File: src/rtl/multi_clk_div.sv
// Multi-channel programmable clock divider: NCH registered divided clocks realigned every
// super-period and on SYNC, with rising-edge strobes, super counter, timestamp and LOCKED.
module multi_clk_div #(
  parameter int NCH       = 5,
  parameter int CNT_WIDTH = 8,
  parameter int TS_WIDTH  = 64
) (
  input  logic                     BUS_CLK,
  input  logic                     BUS_RST,
  input  logic [CNT_WIDTH-1:0]     SUPER_PERIOD,
  input  logic [NCH*CNT_WIDTH-1:0] HALF_PERIOD,
  input  logic [NCH*CNT_WIDTH-1:0] PHASE,
  input  logic [NCH-1:0]           ENABLE,
  input  logic                     SYNC,
  output logic [NCH-1:0]           CLK_OUT,
  output logic [NCH-1:0]           STROBE,
  output logic [CNT_WIDTH-1:0]     CNT,
  output logic [TS_WIDTH-1:0]      TIMESTAMP,
  output logic                     LOCKED
);

  localparam logic [CNT_WIDTH-1:0] CNT_ONE = CNT_WIDTH'(1);

  logic                     load_pending_q, load_pending_d;
  logic [CNT_WIDTH-1:0]     cnt_q, cnt_d;
  logic [CNT_WIDTH-1:0]     sh_super_q, sh_super_d;
  logic [NCH*CNT_WIDTH-1:0] sh_half_q, sh_half_d;
  logic [NCH*CNT_WIDTH-1:0] sh_phase_q, sh_phase_d;
  logic [NCH-1:0]           sh_en_q, sh_en_d;
  logic [NCH*CNT_WIDTH-1:0] dcnt_q, dcnt_d;
  logic [NCH-1:0]           clk_q, clk_d;
  logic [NCH-1:0]           strobe_q, strobe_d;
  logic [TS_WIDTH-1:0]      ts_q, ts_d;
  logic                     locked_q, locked_d;
  logic [CNT_WIDTH-1:0]     s_last;
  logic                     wrap;

  always_comb begin : next_state
    logic [CNT_WIDTH-1:0] half_i;
    logic [CNT_WIDTH-1:0] phase_i;
    logic [CNT_WIDTH-1:0] dcnt_i;
    logic                 tog_i;

    ts_d           = ts_q + TS_WIDTH'(1);
    load_pending_d = load_pending_q;
    cnt_d          = cnt_q;
    locked_d       = locked_q;
    clk_d          = clk_q;
    strobe_d       = '0;
    dcnt_d         = dcnt_q;
    sh_super_d     = sh_super_q;
    sh_half_d      = sh_half_q;
    sh_phase_d     = sh_phase_q;
    sh_en_d        = sh_en_q;
    half_i         = '0;
    phase_i        = '0;
    dcnt_i         = '0;
    tog_i          = 1'b0;

    // A programmed super-period of 0 wraps the subtraction to all-ones, i.e. 2^CNT_WIDTH cycles.
    s_last = sh_super_q - CNT_ONE;
    wrap   = !load_pending_q && (cnt_q == s_last);

    if (load_pending_q || SYNC || wrap) begin
      sh_super_d = SUPER_PERIOD;
      sh_half_d  = HALF_PERIOD;
      sh_phase_d = PHASE;
      sh_en_d    = ENABLE;
    end

    if (SYNC) begin
      load_pending_d = 1'b0;
      cnt_d          = '0;
      dcnt_d         = '0;
      clk_d          = '0;
      locked_d       = 1'b0;
    end else if (load_pending_q) begin
      load_pending_d = 1'b0;
      cnt_d          = '0;
    end else begin
      cnt_d = wrap ? '0 : cnt_q + CNT_ONE;
      if (wrap) locked_d = 1'b1;
      // dcnt counts cycles since the last toggle, so toggles land exactly HALF cycles apart.
      for (int i = 0; i < NCH; i++) begin
        half_i  = sh_half_q[i*CNT_WIDTH +: CNT_WIDTH];
        phase_i = sh_phase_q[i*CNT_WIDTH +: CNT_WIDTH];
        dcnt_i  = dcnt_q[i*CNT_WIDTH +: CNT_WIDTH];
        tog_i   = 1'b0;
        if (!sh_en_q[i] || half_i == '0) begin
          clk_d[i]                          = 1'b0;
          dcnt_d[i*CNT_WIDTH +: CNT_WIDTH] = '0;
        end else if (cnt_q == phase_i) begin
          tog_i                             = 1'b1;
          dcnt_d[i*CNT_WIDTH +: CNT_WIDTH] = '0;
        end else if (cnt_q > phase_i) begin
          if (dcnt_i == half_i - CNT_ONE) begin
            tog_i                             = 1'b1;
            dcnt_d[i*CNT_WIDTH +: CNT_WIDTH] = '0;
          end else begin
            dcnt_d[i*CNT_WIDTH +: CNT_WIDTH] = dcnt_i + CNT_ONE;
          end
        end
        if (tog_i) begin
          clk_d[i]    = ~clk_q[i];
          strobe_d[i] = ~clk_q[i];
        end
      end
    end
  end

  always_ff @(posedge BUS_CLK or posedge BUS_RST) begin
    if (BUS_RST) begin
      load_pending_q <= 1'b1;
      cnt_q          <= '0;
      sh_super_q     <= '0;
      sh_half_q      <= '0;
      sh_phase_q     <= '0;
      sh_en_q        <= '0;
      dcnt_q         <= '0;
      clk_q          <= '0;
      strobe_q       <= '0;
      ts_q           <= '0;
      locked_q       <= 1'b0;
    end else begin
      load_pending_q <= load_pending_d;
      cnt_q          <= cnt_d;
      sh_super_q     <= sh_super_d;
      sh_half_q      <= sh_half_d;
      sh_phase_q     <= sh_phase_d;
      sh_en_q        <= sh_en_d;
      dcnt_q         <= dcnt_d;
      clk_q          <= clk_d;
      strobe_q       <= strobe_d;
      ts_q           <= ts_d;
      locked_q       <= locked_d;
    end
  end

  assign CLK_OUT   = clk_q;
  assign STROBE    = strobe_q;
  assign CNT       = cnt_q;
  assign TIMESTAMP = ts_q;
  assign LOCKED    = locked_q;

endmodule
File: config.mk
export PLATFORM = sky130hd
export DESIGN_NAME = multi_clk_div
export DESIGN_NICKNAME = d
export VERILOG_FILES = /design/src/rtl/multi_clk_div.sv
export SDC_FILE = /design/constraint.sdc
export NUM_CORES = 1
export LEC_CHECK = 0
export CORE_MARGIN = 5
export CORE_UTILIZATION = 35
export CTS_BUF_LIST = sky130_fd_sc_hd__clkbuf_8 sky130_fd_sc_hd__clkbuf_16
export CTS_CLUSTER_DIAMETER = 150
export CTS_CLUSTER_SIZE = 30
export DETAILED_ROUTE_END_ITERATION = 16
export GPL_ROUTABILITY_DRIVEN = 0
export PLACE_DENSITY_LB_ADDON = 0.08
export SLEW_MARGIN = 30
export SYNTH_ARGS = -nofsm -noshare
export SYNTH_HDL_FRONTEND = slang
export SYNTH_SLANG_ARGS = --single-unit
File: constraint.sdc
create_clock -name BUS_CLK -period 8.4 [get_ports BUS_CLK]
set_clock_uncertainty 0.15 [all_clocks]
set_input_delay 1.68 -clock BUS_CLK [delete_from_list [all_inputs] [get_ports BUS_CLK]]
set_output_delay 1.68 -clock BUS_CLK [all_outputs]
set_load 0.005 [all_outputs]
==> results of run 1 <==
[flip-flops by register name, summed over array words and instances (netlist names)]
signal	flops
dcnt_q	40
CLK_OUT	5
sh_super_q	8
STROBE	5
LOCKED	1
sh_phase_q	40
sh_en_q	5
CNT	8
TIMESTAMP	64
load_pending_q	1
sh_half_q	40
[kinds of logic after synthesis]
| family | after synthesis |
|---|---|
| compound gates | 144 |
| buf+inv | 103 |
| fa+ha+maj | 58 |
| mux | 99 |
| simple gates | 349 |
| xor+xnor | 135 |
| flops | 217 |
| other cells | 1 |
[critical path: cells and delay by family]
family	cells	cell delay [ns]
buffers and inverters	2	1.64
AOI/OAI and AO/OA	1	0.75
and+or+nand+nor	1	0.32
muxes	1	0.41
[Yosys cell counts, types with 30 or more instances]
master / n / area (µm²)
nand3_1: 38 / 190
xor2_1: 47 / 412
dfrtp_1: 216 / 5410
nand4_1: 31 / 194
nor2_1: 69 / 259
nand2_1: 70 / 263
ha_1: 58 / 726
nor3_1: 33 / 165
o21ai_0: 30 / 150
xnor2_1: 87 / 762
inv_1: 81 / 304
mux2_4: 80 / 1200
[report_power, final]
| group | internal [W] | switching [W] |
|---|---|---|
| clock | 0.000248 | 0.000365 |
| combinational | 0.000164 | 0.000135 |
| sequential | 0.00109 | 0.0000529 |
[metrics by stage]
step / std cells / utilization [%] / power (W) / hold WS, ns / instance area [µm²]
2_1_floorplan: 1106 / - / 0.00136 / 0.298 / 12100
3_3_place_gp: 1719 / 41.4 / 0.00146 / 0.318 / 14200
3_5_place_dp: 1719 / 41.4 / 0.00146 / 0.312 / 14200
4_1_cts: 1734 / 42.4 / 0.00209 / 0.342 / 14600
5_1_grt: 1734 / 42.4 / 0.00216 / 0.356 / 14600
6_report: 1734 / 42.4 / 0.00205 / 0.344 / 14600
[how the worst max path moves through the flow]
stage,from,end,slack [ns]
2_1_floorplan,BUS_RST,CLK_OUT[0],0.64
3_3_place_gp,SYNC,sh_en_q[1],3.28
3_5_place_dp,SYNC,sh_en_q[1],3.18
4_1_cts,SYNC,sh_en_q[0],3.72
5_1_grt,SYNC,sh_en_q[1],3.61
6_report,SYNC,sh_en_q[1],3.79
[cells in the final DEF (no fill, tap or decap), types with 3 or more instances in the layout]
cell type	instances
a211oi_1	3
a21o_1	10
a21oi_1	25
a22o_1	6
a31oi_1	11
a41oi_1	3
and3_1	25
and4_1	3
clkbuf_16	11
clkdlybuf4s50_1	178
dfrtp_1	216
ha_1	58
inv_1	82
mux2_2	12
mux2_4	80
mux2i_1	5
nand2_1	70
nand2b_1	11
nand3_1	38
nand4_1	31
nor2_1	69
nor2b_1	17
nor3_1	33
nor4_1	17
nor4b_1	6
o211ai_1	9
o21ai_0	30
o22ai_1	8
o31ai_1	9
o41ai_2	3
or2_2	5
or3_1	12
or4_1	3
xnor2_1	87
xor2_1	47
[area by class of cell]
| class | instances | area [µm²] |
|---|---|---|
| sequential | 217 | 5430 |
| inverter | 81 | 317 |
| tap | 455 | 569 |
| timing repair buffer | 180 | 1800 |
| fill | 3358 | 19800 |
| multi-input combinational | 786 | 6130 |
| clock inverter | 4 | 35.0 |
| clock buffer | 11 | 275 |
[per-layer routing]
layer | track usage, % | vias to the layer above
met2 | 24.6 | 147
met4 | 2.74 | 8
met5 | 0 | -
met1 | 21.7 | 4236
met3 | 3.74 | 34
li1 | - | 4230
==> impl_metrics.ini, run 1 <==
[place]
dpl_worst_slack_ns = 3.18
post-dp-hpwl_um = 22000
portBuffers = 178

[clock_tree]
cts_buffers = 11
cts_root_buffer = clkbuf_16
tritoncts = yes
htreeDepth = 1
clock_latency_ns = 0.49
clk_pin_slew_ns = 0.12
cts_resized = 0
clock_tree.buffer_depth = 3
cts_sinks = 217
cts_setup_buffers = 0
cts-hold-fix-buffers = 0

[synth]
seq_area_frac_synth_pct = 44.9
async_reset_ff_share_pct = 100
synthMuxAreaShare_pct = 11.6
synth_xor_area_share_pct = 9.89
synthAdderAreaFrac_pct = 6.00
netlist-cell-type-count = 69
synth_edf_count = 0
syn_area_per_cell_um2 = 10.9
yosys.area_share.simple_pct = 14.8
syn-instance-count = 1106
synth_compound_area_share_pct = 8.24
synth_ff_type = dfrtp_1
ys_seq_elements = 217
synth_top_family_by_area = simple AND/OR/NAND/NOR gates
syn_area_mm2 = 0.0121
syn-num-nets = 1260
ys_warn_count = 0

[route]
wl_met2_um = 13600
wl_met3_um = 1660
drt_iter0_drc = 428
via_per_inst = 4.99
first_pass_iters = 6
antenna_left = 0
routed_wl_um = 30400
dr.max_layer_used = met5
drc = 0
num_vias = 8655
wl_met1_um = 14600
post_drt_wl_per_cell_um = 17.5

[timing]
finalCritPeriodShare_pct = 54.9
finalSetupViolations = 0
slew_headroom_pct = 35.6
finalCriticalPeriod_ns = 4.61
clock.fmax_mhz = 217
slew_violations = 0
finalSetupTns_ns = 0
tightest_slew_ns = 0.966
rsz0062_at_grt = false
hold_viol_final = 0
fin_ws_ns = 3.79

[global_routing]
grt_pass1_wl_um = 48900
grt_remaining_overflow = 0
grt_antenna_before_repair = 4
grt_pass1_vias = 8682
grtUsageTotal_pct = 15.4
grt_max_degree = 143

[power_and_ir_drop]
powerDensity_mw_per_mm2 = 141
p_leak_nw = 6.54
ir_drop_mv = 0.108

[critical_path]
cpMaxStageDelayCell = clkdlybuf4s50_1
crit_type = input port to flip-flop
r2r-end = sh_en_q[1]
r2r_slack_ns = 4.30
critPathMaxStageDelay_ns = 0.85
r2r_cells = 8
cp_max_fo = 57
end_kind = flip-flop
rr_startpoint = sh_super_q[1]
cp-start-kind = input port
crit_required_ns = 8.64
worstPathArrival_ns = 4.85
crit_chain = clkdlybuf4s50_1, or2_2, a21o_4, buf_4, mux2_2

[die]
die_y_um = 196
die_x_um = 196
dieArea_mm2 = 0.0384
core_mm2 = 0.0344
initial_core_util_pct = 35.2
rows = 68
ioPinCount = 179

[hold_path]
hp-class = flip-flop to flip-flop
hold_path_end = TIMESTAMP[63]
hold_path_depth = 1
hold_start = TIMESTAMP[63]

[final_layout]
fin_nets = 1431
drive_gt1_share_pct = 9.77
area_growth_pct = 20.3
diodes = 0

[status]
status = finished, final reports clean

[job]
cap_violations = 0
Power figures use the tool's default switching activity.
==> run 2: changes to the inputs <==
==> constraint.sdc (replaced) <==
create_clock -name BUS_CLK -period 4.1 [get_ports BUS_CLK]
set_clock_uncertainty 0.15 [all_clocks]
set_input_delay 0.82 -clock BUS_CLK [delete_from_list [all_inputs] [get_ports BUS_CLK]]
set_output_delay 0.82 -clock BUS_CLK [all_outputs]
set_load 0.005 [all_outputs]
==> run 2 against run 1 <==
Compared with the run above:
- core utilization is 0.43 points higher
- worst setup slack worse by 3.0 ns
- combinational power grew 110%
- non-clock buffer count increased by 16
- sequential cell count is the same
- via count down 0.89%
- critical endpoint is now sh_half_q[7]
==> impl_metrics.ini, run 2 (synthesis results as in run 1) <==
[power_and_ir_drop]
seqPwrFrac_pct = 55.7
powerDensity_mw_per_mm2 = 286
finalPower_w = 0.00420
comb_power_share_pct = 14.9
ir_drop_mv = 0.222
internal-power_w = 0.00308
p_leak_nw = 6.62
power_switching_w = 0.00112
pwr-share-clk_pct = 29.5
switching_share_pct = 26.7

[die]
initial_core_util_pct = 35.2
ioPinCount = 179
rows = 68
die_y_um = 196
core_mm2 = 0.0344
die_x_um = 196
dieArea_mm2 = 0.0384

[place]
portBuffers = 178
place_area_mm2 = 0.0144
post-dp-hpwl_um = 23100

[timing]
finalCriticalPeriod_ns = 3.27
slew_violations = 0
finalSetupTns_ns = 0
slew_headroom_pct = 39.8
finalSetupViolations = 0
clock.fmax_mhz = 306
rsz0062_at_grt = false
whs_ns = 0.335
tightest_slew_ns = 0.894
hold_viol_final = 0
finalCritPeriodShare_pct = 79.7

[global_routing]
grt_pass1_vias = 8664
grt_max_degree = 88
grt_pass1_wl_um = 49400
grt_antenna_before_repair = 5
grt_remaining_overflow = 0
grtUsageTotal_pct = 15.7

[hold_path]
hold_path_end = TIMESTAMP[63]
hold_path_depth = 1
hold_start = TIMESTAMP[63]
hp-class = flip-flop to flip-flop

[clock_tree]
cts_sinks = 217
cts-hold-fix-buffers = 0
htreeDepth = 1
tritoncts = yes
clk_pin_slew_ns = 0.12
cts_buffers = 11
clock_latency_ns = 0.49
cts_resized = 0
cts_setup_buffers = 0
clock_tree.buffer_depth = 3
cts_root_buffer = clkbuf_16

[route]
antenna_left = 0
post_drt_wl_per_cell_um = 17.5
routed_wl_um = 30700
first_pass_iters = 5
drc = 0
drt_iter0_drc = 418
via_per_inst = 4.90
num_vias = 8578

[critical_path]
cp-start-kind = flip-flop
end_kind = flip-flop
r2r-end = sh_half_q[7]
worstPathArrival_ns = 3.50
crit_required_ns = 4.33
crit_type = flip-flop to flip-flop
r2r_cells = 10
rr_startpoint = sh_super_q[0]
cp_max_fo = 26
r2r_slack_ns = 0.83

[final_layout]
most-common-layout-cells = dfrtp_1 (216), clkdlybuf4s50_1 (178), xnor2_1 (87), inv_1 (82), mux2_4 (80)
largest_reg_flops = 64
fin_nets = 1447
diodes = 0
drive_gt1_share_pct = 10.8
design_area_mm2 = 0.0147
fillerInstances = 3290
area_growth_pct = 21.5
final_common_cell = dfrtp_1

[status]
status = finished, final reports clean

[job]
cap_violations = 0
==> run 2: worst max path at each step <==
| stage | start | end | slack, ns | depth (start not counted) |
|---|---|---|---|---|
| floorplan | BUS_RST | CLK_OUT[0] | 0.30 | 1 |
| global placement | SYNC | sh_half_q[9] | 0.84 | 5 |
| detailed placement | SYNC | dcnt_q[7] | 0.79 | 5 |
| CTS | sh_super_q[0] | sh_half_q[9] | 0.79 | 10 |
| global route | sh_super_q[0] | sh_half_q[9] | 0.63 | 10 |
| finish | sh_super_q[0] | sh_half_q[7] | 0.83 | 10 |
==> run 2: stage by stage <==
| stage | utilization, % | instances | worst slack, ns |
|---|---|---|---|
| after detailed placement | 41.9 | 1735 | 0.786 |
| final | 42.8 | 1749 | 0.832 |
| after CTS | 42.8 | 1749 | 0.785 |
| after global placement | 41.9 | 1735 | 0.836 |
| after floorplan | - | 1106 | 0.305 |
| after global routing | 42.8 | 1749 | 0.631 |
==> run 2: worst max-delay path, stage by stage (launching register included) <==
cell,delay (ns)
dfrtp_1,0.45
inv_1,0.08
ha_1,0.15
nor4b_1,0.52
nand2_1,0.11
a31oi_1,0.19
a31oi_1,0.07
nor4_2,0.25
a21o_4,0.49
buf_4,0.38
mux2_4,0.33
==> run 2: layout make-up <==
class                   instances  area [µm²]  share of cell area, %
clock buffers                  11         275                   1.87
clock inverters                 3        37.5                  0.255
inverters                      81         308                   2.09
multi-input cells             786        6130                   41.7
flip-flops and latches        217        5430                   36.9
well taps                     455         569                   3.87
repair buffers                196        1950                   13.3
==> run 2: layer usage <==
metal  vias to the layer above  routed length, µm  global-route usage, %
li1                       4255                  -                      -
met1                      4145              15200                   22.8
met2                       137              13600                   24.5
met3                        31               1500                   3.73
met4                        10                374                   2.33
met5                         -                 61                      0
==> run 2: power groups by stage <==
stage               sequential, W  clock [W]  combinational, W
finish                    0.00234    0.00124          0.000626
global route              0.00236    0.00138          0.000699
CTS                       0.00234    0.00131          0.000638
detailed placement        0.00238          0          0.000635
global placement          0.00238          0          0.000629
floorplan                 0.00234          0          0.000451
